<file path="src/rtl/load_store_unit.sv">
// Load/store unit: decodes one RISC-V memory op, drives an aligned byte-enabled memory port, returns extended data.
// Latency: error responses in cycle 1 after acceptance, otherwise one cycle after mem_resp; ready only in IDLE.
module load_store_unit #(
    parameter int XLEN           = 32,
    parameter int TIMEOUT_CYCLES = 255
) (
    input  logic                clk,
    input  logic                rst_n,
    input  logic                req_valid,
    output logic                req_ready,
    input  logic                req_write,
    input  logic [2:0]          req_funct3,
    input  logic [XLEN-1:0]     req_addr,
    input  logic [XLEN-1:0]     req_wdata,
    output logic                rsp_valid,
    output logic [XLEN-1:0]     rsp_rdata,
    output logic [1:0]          rsp_error,
    output logic [XLEN-1:0]     mem_address,
    output logic                mem_read,
    output logic                mem_write,
    output logic [XLEN/8-1:0]   mem_byte_enable,
    output logic [XLEN-1:0]     mem_wdata,
    input  logic [XLEN-1:0]     mem_rdata,
    input  logic                mem_resp
);
    localparam int NBYTE = XLEN / 8;
    localparam int OFFW  = $clog2(NBYTE);
    localparam int CNTW  = (TIMEOUT_CYCLES > 1) ? $clog2(TIMEOUT_CYCLES + 1) : 1;
    localparam logic [CNTW-1:0] TO_LAST = CNTW'((TIMEOUT_CYCLES > 0) ? TIMEOUT_CYCLES - 1 : 0);

    localparam logic [1:0] ERR_OK    = 2'b00;
    localparam logic [1:0] ERR_ALIGN = 2'b01;
    localparam logic [1:0] ERR_F3    = 2'b10;
    localparam logic [1:0] ERR_TO    = 2'b11;

    typedef enum logic [1:0] {IDLE, ACCESS, DONE} state_t;

    state_t             state_q, state_d;
    logic [2:0]         f3_q, f3_d;
    logic [2:0]         off_q, off_d;
    logic [CNTW-1:0]    cnt_q, cnt_d;
    logic               read_q, read_d;
    logic               write_q, write_d;
    logic [XLEN-1:0]    addr_q, addr_d;
    logic [NBYTE-1:0]   be_q, be_d;
    logic [XLEN-1:0]    wdata_q, wdata_d;
    logic [XLEN-1:0]    rdata_q, rdata_d;
    logic [1:0]         err_q, err_d;

    logic [2:0]         off;
    logic               legal;
    logic               misaligned;
    logic [7:0]         sizemask;
    logic [7:0]         be_shift;
    logic [XLEN-1:0]    rd_shift;
    logic [63:0]        rd_wide;
    logic [63:0]        rd_ext;
    logic [XLEN-1:0]    load_data;
    logic               timeout_hit;

    assign off = 3'(req_addr[OFFW-1:0]);

    always_comb begin
        legal = 1'b0;
        if (req_write) begin
            case (req_funct3)
                3'b000, 3'b001, 3'b010: legal = 1'b1;
                3'b011:                 legal = (XLEN == 64);
                default:                legal = 1'b0;
            endcase
        end else begin
            case (req_funct3)
                3'b000, 3'b001, 3'b010, 3'b100, 3'b101: legal = 1'b1;
                3'b011, 3'b110:                         legal = (XLEN == 64);
                default:                                legal = 1'b0;
            endcase
        end
    end

    // Access size lives in funct3[1:0] for every legal load and store.
    always_comb begin
        misaligned = 1'b0;
        sizemask   = 8'h01;
        case (req_funct3[1:0])
            2'b00: begin misaligned = 1'b0;       sizemask = 8'h01; end
            2'b01: begin misaligned = off[0];     sizemask = 8'h03; end
            2'b10: begin misaligned = |off[1:0];  sizemask = 8'h0F; end
            2'b11: begin misaligned = |off;       sizemask = 8'hFF; end
            default: ;
        endcase
    end

    assign be_shift = sizemask << off;

    // Widen to 64 bits so both XLEN variants share one extension table.
    assign rd_shift = mem_rdata >> {off_q, 3'b000};
    assign rd_wide  = 64'(rd_shift);

    always_comb begin
        rd_ext = '0;
        case (f3_q)
            3'b000: rd_ext = {{56{rd_wide[7]}},  rd_wide[7:0]};
            3'b001: rd_ext = {{48{rd_wide[15]}}, rd_wide[15:0]};
            3'b010: rd_ext = {{32{rd_wide[31]}}, rd_wide[31:0]};
            3'b011: rd_ext = rd_wide;
            3'b100: rd_ext = {56'd0, rd_wide[7:0]};
            3'b101: rd_ext = {48'd0, rd_wide[15:0]};
            3'b110: rd_ext = {32'd0, rd_wide[31:0]};
            default: rd_ext = '0;
        endcase
    end

    assign load_data   = rd_ext[XLEN-1:0];
    assign timeout_hit = (TIMEOUT_CYCLES != 0) && (cnt_q == TO_LAST);

    always_comb begin
        state_d = state_q;
        f3_d    = f3_q;
        off_d   = off_q;
        cnt_d   = cnt_q;
        read_d  = read_q;
        write_d = write_q;
        addr_d  = addr_q;
        be_d    = be_q;
        wdata_d = wdata_q;
        rdata_d = rdata_q;
        err_d   = err_q;
        case (state_q)
            IDLE: begin
                if (req_valid) begin
                    f3_d  = req_funct3;
                    off_d = off;
                    if (!legal) begin
                        state_d = DONE;
                        err_d   = ERR_F3;
                        rdata_d = '0;
                    end else if (misaligned) begin
                        state_d = DONE;
                        err_d   = ERR_ALIGN;
                        rdata_d = '0;
                    end else begin
                        state_d = ACCESS;
                        cnt_d   = '0;
                        read_d  = !req_write;
                        write_d = req_write;
                        addr_d  = {req_addr[XLEN-1:OFFW], {OFFW{1'b0}}};
                        be_d    = req_write ? be_shift[NBYTE-1:0] : {NBYTE{1'b1}};
                        wdata_d = req_write ? (req_wdata << {off, 3'b000}) : '0;
                    end
                end
            end
            ACCESS: begin
                if (mem_resp || timeout_hit) begin
                    state_d = DONE;
                    read_d  = 1'b0;
                    write_d = 1'b0;
                    addr_d  = '0;
                    be_d    = '0;
                    wdata_d = '0;
                    // A response in the expiry cycle still counts as success.
                    if (mem_resp) begin
                        err_d   = ERR_OK;
                        rdata_d = write_q ? '0 : load_data;
                    end else begin
                        err_d   = ERR_TO;
                        rdata_d = '0;
                    end
                end else begin
                    cnt_d = cnt_q + 1'b1;
                end
            end
            DONE:    state_d = IDLE;
            default: state_d = IDLE;
        endcase
    end

    always_ff @(posedge clk or negedge rst_n) begin
        if (!rst_n) begin
            state_q <= IDLE;
            f3_q    <= '0;
            off_q   <= '0;
            cnt_q   <= '0;
            read_q  <= 1'b0;
            write_q <= 1'b0;
            addr_q  <= '0;
            be_q    <= '0;
            wdata_q <= '0;
            rdata_q <= '0;
            err_q   <= '0;
        end else begin
            state_q <= state_d;
            f3_q    <= f3_d;
            off_q   <= off_d;
            cnt_q   <= cnt_d;
            read_q  <= read_d;
            write_q <= write_d;
            addr_q  <= addr_d;
            be_q    <= be_d;
            wdata_q <= wdata_d;
            rdata_q <= rdata_d;
            err_q   <= err_d;
        end
    end

    assign req_ready       = (state_q == IDLE);
    assign rsp_valid       = (state_q == DONE);
    assign rsp_rdata       = rdata_q;
    assign rsp_error       = err_q;
    assign mem_address     = addr_q;
    assign mem_read        = read_q;
    assign mem_write       = write_q;
    assign mem_byte_enable = be_q;
    assign mem_wdata       = wdata_q;

endmodule

</file>
<file path="config.mk">
export PLATFORM = sky130hd
export DESIGN_NAME = load_store_unit
export DESIGN_NICKNAME = d
export VERILOG_FILES = /design/src/rtl/load_store_unit.sv
export SDC_FILE = /design/constraint.sdc
export NUM_CORES = 1
export LEC_CHECK = 0
export ABC_AREA = 1
export CAP_MARGIN = 0
export CORE_UTILIZATION = 45
export DETAILED_ROUTE_END_ITERATION = 12
export PLACE_DENSITY = 0.81
export SLEW_MARGIN = 30
export SYNTH_ARGS = -nofsm -noshare
export SYNTH_HDL_FRONTEND = slang
export SYNTH_SLANG_ARGS = --single-unit
</file>
<file path="constraint.sdc">
create_clock -name clk -period 4.42 [get_ports clk]
set_clock_uncertainty 0.15 [all_clocks]
set_input_delay 1.326 -clock clk [delete_from_list [all_inputs] [get_ports clk]]
set_output_delay 1.326 -clock clk [all_outputs]
set_load 0.005 [all_outputs]
</file>
==> metrics.md <==
| Metric | Value |
|---|---|
| Worst-path clk slew | 0.05 ns |
| Iteration count of the initial detailed-routing pass | 5 |
| Synth top area share | 45.5% |
| RR Endpoint | rsp_rdata[14] |
| Worst setup EP type | flip-flop |
| Sw power | 1.79 mW |
| Worst Setup EP | mem_wdata[2] |
| Clock Latency Late Sink | 0.42 ns |
| Synth unique cells | 28 |
| First-pass GRT wire length | 30.8 mm |
| Status | complete, no violations |
| Total track usage | 26.7% |
| ANT cells | 0 |
| Post-synth ARST share | 100% |
| RSZ-0062 raised after global routing | false |
| Reg2reg start | off_q[0] |
| Max-slew violation count | 0 |
| Worst-Margin Slew | 0.848 ns |
| Syn avg cell area | 6.95 µm² |
| CTS tree | yes |
| # DRC | 0 |
| Worst vdd ir | 313 µV |
| DR vias/cell | 5.29 |
| Logic pwr share | 38.9% |
| Final Net Count | 1210 |
| Most common cell in the netlist | nand2_1 |
| GPL Wtd Cong | 0.935 |
| Met3 usage | 5.43% |
| Hold Path Class | reg -> reg |
| Share of layout cells above drive strength 1 | 6.00% |
| FF+latch count, synth | 117 |
| Internal | 3.20 mW |
| Switching fraction of total power | 35.9% |
| DP Worst Slack | 0.661 ns |
| # Post-CTS Setup Buffers | 0 |
| GRT met1 Usage | 34.4% |
| Vias in the first global route | 6344 |
| CP max stage cell | nand2_4 |
| Die area | 14800 µm² |
| Routed vias | 6863 |
| Clock Path Buffers | 2 |
| Root buffer cell | clkbuf_16 |
| CTS Sinks | 117 |
| Setup crit start kind | input pin |
| Total power | 5.00 mW |
| CP peak stage delay | 0.48 ns |
| Area contributors post-synth | dfrtp_1 (46%), nand2_1 (26%), nand3_1 (14%) |
| Hold Vio Cnt, Final | 0 |
| Synth Warn # | 0 |
| Total wire length | 18.9 mm |
| Slew margin rel. | 43.3% |
| Final HPWL DP | 12.9 mm |
| Delay-heaviest family, CP | simple AND/OR/NAND/NOR gates |
| Gate Count Post-Synth | 926 |
| Overall die height | 122 µm |
| Synthesized cell area | 6430 µm² |
| Maximum fanout along the worst path | 68 |
| Total CTS buffers | 17 |
| Core ar. | 13900 µm² |
| Placed cell area | 8540 µm² |
| Initial antenna violation count | 0 |
| Register area share after synthesis | 45.5% |
| Hold buffer count at CTS | 0 |
| Max-cap violations | 0 |
| Fmax achieved | 298 MHz |
| Register share of total power | 32.7% |
| Resized cells post-CTS | 0 |
| Share of total power in the clock network | 28.4% |
| Layout area overhead | 42.3% |
| Hold Slack | 0.316 ns |
| Design area | 9150 µm² |
| R2R Setup Slk | 1.25 ns |
| CP Class | in -> reg |
| Leakage power | 4.66 nW |
| Layer with the highest usage | met2 |
| Critical Path Stages | 9 |
| Largest net degree at the start of global routing | 69 |
| Input/output buffers | 207 |
| Critical Path Start | req_write |
| FF+latch area | 2930 µm² |
| Final setup fails | 0 |
| GR Util met2 | 43.0% |
| Cells along the critical path | clkdlybuf4s50_1 -> inv_2 -> nand2_1 -> a21oi_2 -> nand2_4 -> nand2_4 -> nand2_4 -> nand2_1 -> nand2_1 |
| Wire length per cell | 14.5 µm |
| R2R cell count | 7 |
| Total grt overflow | 0 |
| Fin worst setup slack | 1.07 ns |
| Die Wd | 122 µm |
| Worst Path Required | 4.57 ns |
| Setup TNS | 0 ns |
| Iteration-0 DRC count of the detailed router | 738 |
| H-tree depth | 4 |
| Cell taking the most area after synthesis | dfrtp_1 |
| Crit path buffers/inverters | 2 |
| Initial core utilization | 46.2% |
| Multi-input gate area | 3130 µm² |
| Tcrit/Tclk final | 75.8% |
| ANT nets after route | 0 |
| Ports | 210 |
| Fillers | 1207 |
| Most used DFF post-synth | dfrtp_1 |
| Fin crit period | 3.35 ns |
| FP Rows | 43 |
| Power Dens Cells | 546 nW/µm² |
| Synth cell count leaders | nand2_1 (439), nand3_1 (174), dfrtp_1 (117) |
| Critical Path AT | 3.50 ns |
| Post-synth EDFFs | 0 |
==> worst register-to-register path: cells and delay by family, from the launching register on <==
family	cells	cell delay (ns)
buffers and inverters	1	0.53
flip-flops	1	0.86
AND/OR/NAND/NOR	5	1.23
AO/OA/AOI/OAI	1	0.28
==> state kept, by name, summed over array words and instances (netlist names) <==
name and cells:
rsp_rdata 32, state_q 2, mem_write 1, f3_q 3
cnt_q 8, rsp_error 2, mem_address 30, mem_read 1
mem_byte_enable 4, mem_wdata 32, off_q 2
==> logic make-up (layout without fill, tap and decap cells) <==
| group | after synthesis | count (layout) | share of synthesized area [%] |
|---|---|---|---|
| AOI/OAI and AO/OA | 33 | 33 | 2.82 |
| DFF | 117 | 117 | 45.5 |
| other | 1 | 2 | 0.0583 |
| and+or+nand+nor | 683 | 683 | 44.6 |
| xor gates and xnor gates | 4 | 4 | 0.545 |
| adders and majority gates | 2 | 2 | 0.389 |
| buffers and inverters | 86 | 276 | 6.09 |
==> power groups by stage <==
stage          sequential (mW)  combinational [mW]  clock [mW]
3_5_place_dp              1.64                1.92           0
5_1_grt                   1.68                2.17        1.49
2_1_floorplan             1.60                1.04           0
6_report                  1.63                1.94        1.42
4_1_cts                   1.63                1.95        1.44
3_3_place_gp              1.64                1.89           0
==> layout by cell type (no fill, tap or decap), types with 2 or more instances in the layout <==
| master | synthesis | layout |
|---|---|---|
| nand2_1 | 439 | 439 |
| clkdlybuf4s50_1 | 0 | 206 |
| nand3_1 | 174 | 174 |
| dfrtp_1 | 117 | 117 |
| nor2_1 | 47 | 44 |
| inv_1 | 20 | 20 |
| clkbuf_16 | 0 | 17 |
| o21ai_0 | 16 | 16 |
| buf_4 | 3 | 14 |
| nor3_1 | 9 | 9 |
| a21oi_1 | 7 | 7 |
| a31oi_1 | 7 | 7 |
| nor2_2 | 2 | 4 |
| xor2_1 | 4 | 4 |
| nand2_2 | 4 | 4 |
| nand2_4 | 4 | 4 |
| inv_2 | 3 | 3 |
| clkinv_4 | 0 | 3 |
| clkinvlp_4 | 0 | 3 |
| bufinv_16 | 0 | 3 |
| inv_6 | 0 | 3 |
| nor2_4 | 1 | 2 |
| a21oi_2 | 2 | 2 |
| ha_1 | 2 | 2 |
| conb_1 | 1 | 2 |
| clkinv_2 | 0 | 2 |
==> layer usage <==
metal / part of all wire, % / up-vias / routed length (µm)
met5: 0 / - / 0
met4: 3.3 / 0 / 622
met3: 7.0 / 45 / 1310
met2: 48 / 301 / 8990
met1: 42 / 3192 / 7940
li1: - / 3325 / -
==> layout make-up <==
class                      count  share of cell area, %
timing repair buffer         220                   23.7
tap                          180                   2.46
multi-input combinational    724                   34.2
clock buffer                  18                   4.80
inverter                      24                  0.984
sequential                   117                   32.0
clock inverter                14                   1.91
==> through the flow <==
stage                     util [%]  instances
after floorplan                  -        927
after global placement        61.3       1265
after detailed placement      61.3       1265
after CTS                     65.7       1297
after global routing          65.7       1297
final                         65.7       1297
==> worst min-delay path by stage <==
stage | cells after the start | startpoint | endpoint
floorplan | 2 | mem_address[22] | mem_address[22]
global route | 2 | mem_address[10] | mem_address[10]
finish | 2 | mem_wdata[3] | mem_wdata[3]
global placement | 2 | mem_address[2] | mem_address[2]
detailed placement | 2 | mem_address[10] | mem_address[10]
CTS | 2 | mem_wdata[3] | mem_wdata[3]
Power figures use the tool's default switching activity.
